[src/rtl/pacman_map_mover_if.sv]
// Move-request handshake and grid RAM port shared by the map mover (master)
// and the grid side / requester (slave).
interface pacman_map_mover_if #(
    parameter int XW = 5,
    parameter int YW = 4
);
    logic          move_valid;
    logic [1:0]    move_dir;
    logic          move_ready;
    logic          move_done;
    logic          move_blocked;
    logic [XW-1:0] grid_x;
    logic [YW-1:0] grid_y;
    logic [1:0]    grid_data_in;
    logic [1:0]    grid_data_out;
    logic          grid_readwrite;

    modport master (
        input  move_valid, move_dir, grid_data_out,
        output move_ready, move_done, move_blocked,
        output grid_x, grid_y, grid_data_in, grid_readwrite
    );

    modport slave (
        output move_valid, move_dir, grid_data_out,
        input  move_ready, move_done, move_blocked,
        input  grid_x, grid_y, grid_data_in, grid_readwrite
    );
endinterface

[src/rtl/pacman_map_mover.sv]
// Pacman move engine: reads the target grid cell, rejects walls, erases
// pellets with a write-back, and tracks position and score.
module pacman_map_mover #(
    parameter int GRID_W     = 20,
    parameter int GRID_H     = 15,
    parameter int XW         = 5,
    parameter int YW         = 4,
    parameter int START_X    = 1,
    parameter int START_Y    = 1,
    parameter int PELLET_PTS = 10,
    parameter int POWER_PTS  = 50
) (
    input  logic                clock_50,
    input  logic                reset,
    pacman_map_mover_if.master  bus,
    output logic [XW-1:0]       pos_x,
    output logic [YW-1:0]       pos_y,
    output logic [15:0]         score,
    output logic                pellet_eaten
);
    typedef enum logic [2:0] {IDLE, READ, CHECK, WRITE, DONE} state_t;

    state_t        r_state, w_next_state;
    logic [XW-1:0] r_pos_x, r_tgt_x, w_tgt_x;
    logic [YW-1:0] r_pos_y, r_tgt_y, w_tgt_y;
    logic [15:0]   r_score, w_score_next;
    logic [16:0]   w_score_sum;
    logic          r_blocked;
    logic          r_power;

    // Tunnel wrap-around at every grid edge
    always_comb begin
        w_tgt_x = r_pos_x;
        w_tgt_y = r_pos_y;
        case (bus.move_dir)
            2'b00: w_tgt_y = (r_pos_y == '0) ? YW'(GRID_H - 1) : r_pos_y - YW'(1);
            2'b01: w_tgt_x = (r_pos_x == XW'(GRID_W - 1)) ? '0 : r_pos_x + XW'(1);
            2'b10: w_tgt_y = (r_pos_y == YW'(GRID_H - 1)) ? '0 : r_pos_y + YW'(1);
            default: w_tgt_x = (r_pos_x == '0) ? XW'(GRID_W - 1) : r_pos_x - XW'(1);
        endcase
    end

    always_comb begin
        w_score_sum  = {1'b0, r_score} + (r_power ? 17'(POWER_PTS) : 17'(PELLET_PTS));
        w_score_next = w_score_sum[16] ? '1 : w_score_sum[15:0];
    end

    always_comb begin
        w_next_state = r_state;
        case (r_state)
            IDLE:  if (bus.move_valid) w_next_state = READ;
            READ:  w_next_state = CHECK;
            CHECK: w_next_state = bus.grid_data_out[1] ? WRITE : DONE;
            WRITE: w_next_state = DONE;
            DONE:  w_next_state = IDLE;
            default: w_next_state = IDLE;
        endcase
    end

    always_ff @(posedge clock_50 or posedge reset) begin
        if (reset) begin
            r_state   <= IDLE;
            r_pos_x   <= XW'(START_X);
            r_pos_y   <= YW'(START_Y);
            r_tgt_x   <= XW'(START_X);
            r_tgt_y   <= YW'(START_Y);
            r_score   <= '0;
            r_blocked <= 1'b0;
            r_power   <= 1'b0;
        end else begin
            r_state <= w_next_state;
            case (r_state)
                IDLE: if (bus.move_valid) begin
                    r_tgt_x   <= w_tgt_x;
                    r_tgt_y   <= w_tgt_y;
                    r_blocked <= 1'b0;
                end
                CHECK: begin
                    r_blocked <= (bus.grid_data_out == 2'b01);
                    r_power   <= bus.grid_data_out[0];
                end
                WRITE: r_score <= w_score_next;
                DONE: if (!r_blocked) begin
                    r_pos_x <= r_tgt_x;
                    r_pos_y <= r_tgt_y;
                end
                default: ;
            endcase
        end
    end

    // Strobes decode straight from the state so reset kills a pending write at once
    assign bus.move_ready     = (r_state == IDLE);
    assign bus.move_done      = (r_state == DONE);
    assign bus.move_blocked   = (r_state == DONE) && r_blocked;
    assign bus.grid_readwrite = (r_state == WRITE);
    assign bus.grid_data_in   = '0;
    assign bus.grid_x         = (r_state == IDLE) ? r_pos_x : r_tgt_x;
    assign bus.grid_y         = (r_state == IDLE) ? r_pos_y : r_tgt_y;
    assign pellet_eaten       = (r_state == WRITE);
    assign pos_x              = r_pos_x;
    assign pos_y              = r_pos_y;
    assign score              = r_score;
endmodule

[src/flat_wrapper.sv]
// flat-port wrapper written by rule: the top's interface ports become plain ports
module pacman_map_mover_flat 
#(
    parameter int GRID_W     = 20,
    parameter int GRID_H     = 15,
    parameter int XW         = 5,
    parameter int YW         = 4,
    parameter int START_X    = 1,
    parameter int START_Y    = 1,
    parameter int PELLET_PTS = 10,
    parameter int POWER_PTS  = 50
)
  (clock_50, reset, pos_x, pos_y, score, pellet_eaten, bus_move_valid, bus_move_dir, bus_grid_data_out, bus_move_ready, bus_move_done, bus_move_blocked, bus_grid_x, bus_grid_y, bus_grid_data_in, bus_grid_readwrite);
  pacman_map_mover_if #(.XW(XW), .YW(YW)) bus_i ();
  input  logic clock_50;
  input  logic reset;
  output logic [XW-1:0] pos_x;
  output logic [YW-1:0] pos_y;
  output logic [15:0] score;
  output logic pellet_eaten;
  input wire logic [$bits(bus_i.move_valid)-1:0] bus_move_valid;
  input wire logic [$bits(bus_i.move_dir)-1:0] bus_move_dir;
  input wire logic [$bits(bus_i.grid_data_out)-1:0] bus_grid_data_out;
  output wire logic [$bits(bus_i.move_ready)-1:0] bus_move_ready;
  output wire logic [$bits(bus_i.move_done)-1:0] bus_move_done;
  output wire logic [$bits(bus_i.move_blocked)-1:0] bus_move_blocked;
  output wire logic [$bits(bus_i.grid_x)-1:0] bus_grid_x;
  output wire logic [$bits(bus_i.grid_y)-1:0] bus_grid_y;
  output wire logic [$bits(bus_i.grid_data_in)-1:0] bus_grid_data_in;
  output wire logic [$bits(bus_i.grid_readwrite)-1:0] bus_grid_readwrite;
  assign bus_i.move_valid = bus_move_valid;
  assign bus_i.move_dir = bus_move_dir;
  assign bus_i.grid_data_out = bus_grid_data_out;
  assign bus_move_ready = bus_i.move_ready;
  assign bus_move_done = bus_i.move_done;
  assign bus_move_blocked = bus_i.move_blocked;
  assign bus_grid_x = bus_i.grid_x;
  assign bus_grid_y = bus_i.grid_y;
  assign bus_grid_data_in = bus_i.grid_data_in;
  assign bus_grid_readwrite = bus_i.grid_readwrite;
  pacman_map_mover #(.GRID_W(GRID_W), .GRID_H(GRID_H), .XW(XW), .YW(YW), .START_X(START_X), .START_Y(START_Y), .PELLET_PTS(PELLET_PTS), .POWER_PTS(POWER_PTS)) u_core (.clock_50(clock_50), .reset(reset), .bus(bus_i), .pos_x(pos_x), .pos_y(pos_y), .score(score), .pellet_eaten(pellet_eaten));
endmodule
[config.mk]
export PLATFORM = sky130hd
export DESIGN_NAME = pacman_map_mover_flat
export DESIGN_NICKNAME = d
export VERILOG_FILES = /design/src/rtl/pacman_map_mover_if.sv /design/src/rtl/pacman_map_mover.sv /design/src/flat_wrapper.sv
export SDC_FILE = /design/constraint.sdc
export NUM_CORES = 1
export LEC_CHECK = 0
export ABC_AREA = 1
export ABC_CLOCK_PERIOD_IN_PS = 1500
export CAP_MARGIN = 20
export CORE_MARGIN = 2
export CORE_UTILIZATION = 45
export CTS_BUF_LIST = sky130_fd_sc_hd__clkbuf_16
export CTS_CLUSTER_DIAMETER = 150
export DETAILED_ROUTE_END_ITERATION = 10
export GPL_TIMING_DRIVEN = 0
export MAX_ROUTING_LAYER = met4
export PLACE_DENSITY = 0.74
export SYNTH_ARGS = -nofsm -noshare
export SYNTH_HDL_FRONTEND = slang
export SYNTH_SLANG_ARGS = --single-unit
[constraint.sdc]
create_clock -name clock_50 -period 1.5 [get_ports clock_50]
set_input_delay 0.375 -clock clock_50 [delete_from_list [all_inputs] [get_ports clock_50]]
set_output_delay 0.375 -clock clock_50 [all_outputs]
set_load 0.03 [all_outputs]
==> results.sh <==
export IMPL_h_tree_depth=2
export IMPL_layout_cells_non_filler=488
export IMPL_met3_usage_pct=3.10
export IMPL_r2r_start="u_core.r_state[0]$_DFFE_PP0P_"
export IMPL_grt_max_degree=40
export IMPL_ys_ff_latch=39
export IMPL_path_class="reg2out"
export IMPL_grt_setup_unrepaired="yes"
export IMPL_r2r_end="u_core.r_tgt_x[2]$_DFFE_PP0P_"
export IMPL_placedCellCount=455
export IMPL_slew_viol_final=0
export IMPL_place_ws_ps=-706
export IMPL_fin_crit_sh_pct=121
export IMPL_start_util_pct=45.9
export IMPL_port_buffers=45
export IMPL_period_needed_ps=1820
export IMPL_drt_initial_drc_count=185
export IMPL_cpMaxStageDelayCell="dfrtp_1"
export IMPL_crit_chain="nor2_4 > nand2_4 > buf_12 > nand2_2 > o21ai_4 > buf_6"
export IMPL_num_antenna_cells=0
export IMPL_core_area_mm2=0.00544
export IMPL_dpl_hpwl_mm=4.24
export IMPL_grt_pass1_vias=2431
export IMPL_fin_util_pct=71.3
export IMPL_finalSetupViolations=37
export IMPL_crit_fanout=5
export IMPL_grt_first_pass_wirelength_mm=11.0
export IMPL_start_kind="flip-flop"
export IMPL_ir_drop_mv=1.67
export IMPL_fin_ws_ps=-318
export IMPL_cpLargestDelayFamily="flip-flops"
export IMPL_grt_use_met1_pct=26.6
export IMPL_cts_sinks=39
export IMPL_die_area_mm2=0.00616
export IMPL_cts_root_buf="clkbuf_16"
export IMPL_cts_clk_slew_worst_paths_ps=60
export IMPL_grt_use_met2_pct=40.5
export IMPL_drive_gt1_share_pct=40.9
export IMPL_antenna_found_initial=0
export IMPL_ys_seq_area_share_pct=39.3
export IMPL_worstPathRequired_ps=1120
export IMPL_vias=2650
export IMPL_routed_wl_mm=7.50
export IMPL_antenna_left=0
export IMPL_p_leak_nw=1.82
export IMPL_syn_to_final_growth_pct=55.2
export IMPL_worst_slew_pin_slew_ps=829
export IMPL_maxCapViolCount=0
export IMPL_nFillCells=412
export IMPL_crit_end="bus_grid_x[0]"
export IMPL_outcome="complete, but fails checks"
export IMPL_crit_path_max_incr_delay_ps=410
export IMPL_finalHoldViolCount=0
export IMPL_p_per_area_mw_per_mm2=2550
export IMPL_busiest_layer="met2"
export IMPL_ys_warnings_count=0
export IMPL_reg2reg_setup_slack_ps=-90
export IMPL_synth_cell_types=35
export IMPL_cts_made_buffers=5
export IMPL_synthesis_instances=337
export IMPL_netlist_area_leader_share_pct=35.1
export IMPL_fin_nets=433
export IMPL_die_y_um=78.5
export IMPL_ios=48
export IMPL_violations="setup timing"
export IMPL_rows=27
export IMPL_tritoncts="yes"
export IMPL_clk_latency_ps=280
export IMPL_grtUsageTotal_pct=23.1
export IMPL_slew_limit_headroom_pct=44.6
export IMPL_place_congestion=0.918
export IMPL_cp_num_buf_inv=2
export IMPL_end_kind="output pin"
export IMPL_max_freq_mhz=550
export IMPL_worstPathArrival_ps=1440
export IMPL_fin_skew_ps=6.81
export IMPL_min_path_type="reg2reg"
export IMPL_drt_first_pass_iters=4
export IMPL_synth_area_mm2=0.00250
export IMPL_clk_path_buf_depth=2
export IMPL_ys_top_cells_by_area="dfrtp_1 35%, nand2_1 12%, nand3_1 7.4%"
export IMPL_reg2reg_depth=10
export IMPL_worst_path_stages=6
export IMPL_ctsHoldBuffers=0
export IMPL_overflow=0
export IMPL_route_detailed_drc=0
export IMPL_syn_avg_cell_area_um2=7.41
export IMPL_hold_ws_ps=488
export IMPL_viasPerCell=5.43
export IMPL_wl_per_cell_um=15.4
export IMPL_die_x_um=78.5
export IMPL_synth_largest_area_cell="dfrtp_1"
export IMPL_crit_start="u_core.r_state[0]$_DFFE_PP0P_"
==> cells in the mapped netlist (all sizes together) <==
library cell / instances
dfstp: 4
ha: 11
nand3: 39
clkbuf: 2
o21a: 3
a22oi: 1
xnor2: 3
clkinv: 2
a31oi: 2
o31ai: 1
nor2: 32
xor2: 8
dfrtp: 35
conb: 1
nand2: 87
buf: 7
o21ai: 26
a21oi: 14
nor3: 4
o211ai: 1
inv: 44
o22ai: 1
nand4: 6
o22a: 1
nand3b: 2
==> state kept, by name, summed over array words and instances (netlist names) <==
signal and count:
u_core.r_tgt_x 5, u_core.r_blocked 1, u_core.pos_x 5, u_core.pos_y 4, u_core.score 16, u_core.r_state 3, u_core.r_power 1, u_core.r_tgt_y 4
==> layout by cell type (no fill, tap or decap), types with 3 or more instances in the layout <==
cell type,Yosys,layout
ha_1,11,5
nor2_4,2,6
buf_8,0,3
clkbuf_2,0,7
o21ai_0,24,11
nand3_1,37,27
ha_4,0,4
nor3_1,4,3
nand4_1,6,6
inv_1,44,37
dlygate4sd2_1,0,9
nand3_4,0,3
o21ai_2,0,5
nand2_2,4,18
o21ai_4,0,5
xnor2_1,3,3
clkdlybuf4s50_1,0,5
clkbuf_16,0,6
clkdlybuf4s15_2,0,5
dfstp_2,4,4
clkdlybuf4s15_1,0,4
dfrtp_1,35,25
buf_4,3,20
o21a_1,3,3
inv_2,0,9
nand2_1,81,56
a21oi_1,13,9
buf_6,2,22
xor2_1,8,8
o21ai_1,2,5
a21oi_2,1,4
nand2_4,2,13
nor2_1,29,21
nand3_2,2,9
nor2_2,1,5
dfrtp_2,0,10
==> final cells by class <==
cell class,instances,area [µm²],share of cell area [%]
Timing Repair Buffer,70,678,17.5
Inverter,46,190,4.90
Clock buffer,5,125,3.23
Clock inverter,3,12.5,0.323
Sequential cell,39,993,25.6
Buffer,8,75.1,1.94
Multi-Input combinational cell,245,1710,44.2
Tap cell,72,90.1,2.32
==> timing repair <==
action / CTS / global route
pin swaps: 12 / 20
setup buffers: 13 / 10
gates resized for setup: 180 / 92
cloned: 2 / 1
setup endpoints to repair: 60 / 56
==> how the worst min path moves through the flow <==
| stage | startpoint | end | slack [ps] | cells after the start |
|---|---|---|---|---|
| after floorplan | u_core.r_tgt_x[0]$_DFFE_PP1P_ | u_core.r_tgt_x[0]$_DFFE_PP1P_ | 450 | 2 |
| after global placement | u_core.score[0]$_DFFE_PP0P_ | u_core.score[0]$_DFFE_PP0P_ | 460 | 2 |
| after detailed placement | u_core.r_tgt_x[0]$_DFFE_PP1P_ | u_core.r_tgt_x[0]$_DFFE_PP1P_ | 470 | 2 |
| after CTS | u_core.r_tgt_x[0]$_DFFE_PP1P_ | u_core.r_tgt_x[0]$_DFFE_PP1P_ | 480 | 2 |
| after global routing | u_core.r_tgt_x[0]$_DFFE_PP1P_ | u_core.r_tgt_x[0]$_DFFE_PP1P_ | 500 | 2 |
| final | u_core.score[0]$_DFFE_PP0P_ | u_core.score[0]$_DFFE_PP0P_ | 490 | 2 |
==> metrics by stage <==
step | setup TNS (ps) | total power [mW] | area, µm²
floorplan | -372 | 5.35 | 2610
global placement | -34910 | 6.76 | 3150
detailed placement | -12280 | 6.85 | 3150
CTS | -2590 | 8.53 | 3500
global route | -6470 | 10.5 | 3880
finish | -4580 | 9.89 | 3880
==> per-layer routing <==
layer  wire length [µm]  vias to the layer above
met5                  0                        -
met3                374                       22
met2               3960                       97
met4                197                        0
met1               2970                     1284
li1                   -                     1247
==> worst min-delay path: stages (launching register included) <==
cell,delay [ps]
dfrtp_1,350
inv_1,50
nand2_2,50
==> kinds of logic (layout without fill, tap and decap cells) <==
group / after synthesis / after routing / share of synthesized area [%]
flops: 39 / 39 / 39.3
simple gates: 170 / 171 / 30.7
other cells: 1 / 2 / 0.150
fa+ha+maj: 11 / 11 / 5.51
compound gates: 50 / 50 / 11.1
xor+xnor: 11 / 11 / 3.86
buf+inv: 55 / 132 / 9.46
==> report_power, final <==
| part | switching [mW] | internal [mW] |
|---|---|---|
| sequential | 0.528 | 1.52 |
| combinational | 3.91 | 2.92 |
| clock | 0.412 | 0.601 |
Power figures use the tool's default switching activity.
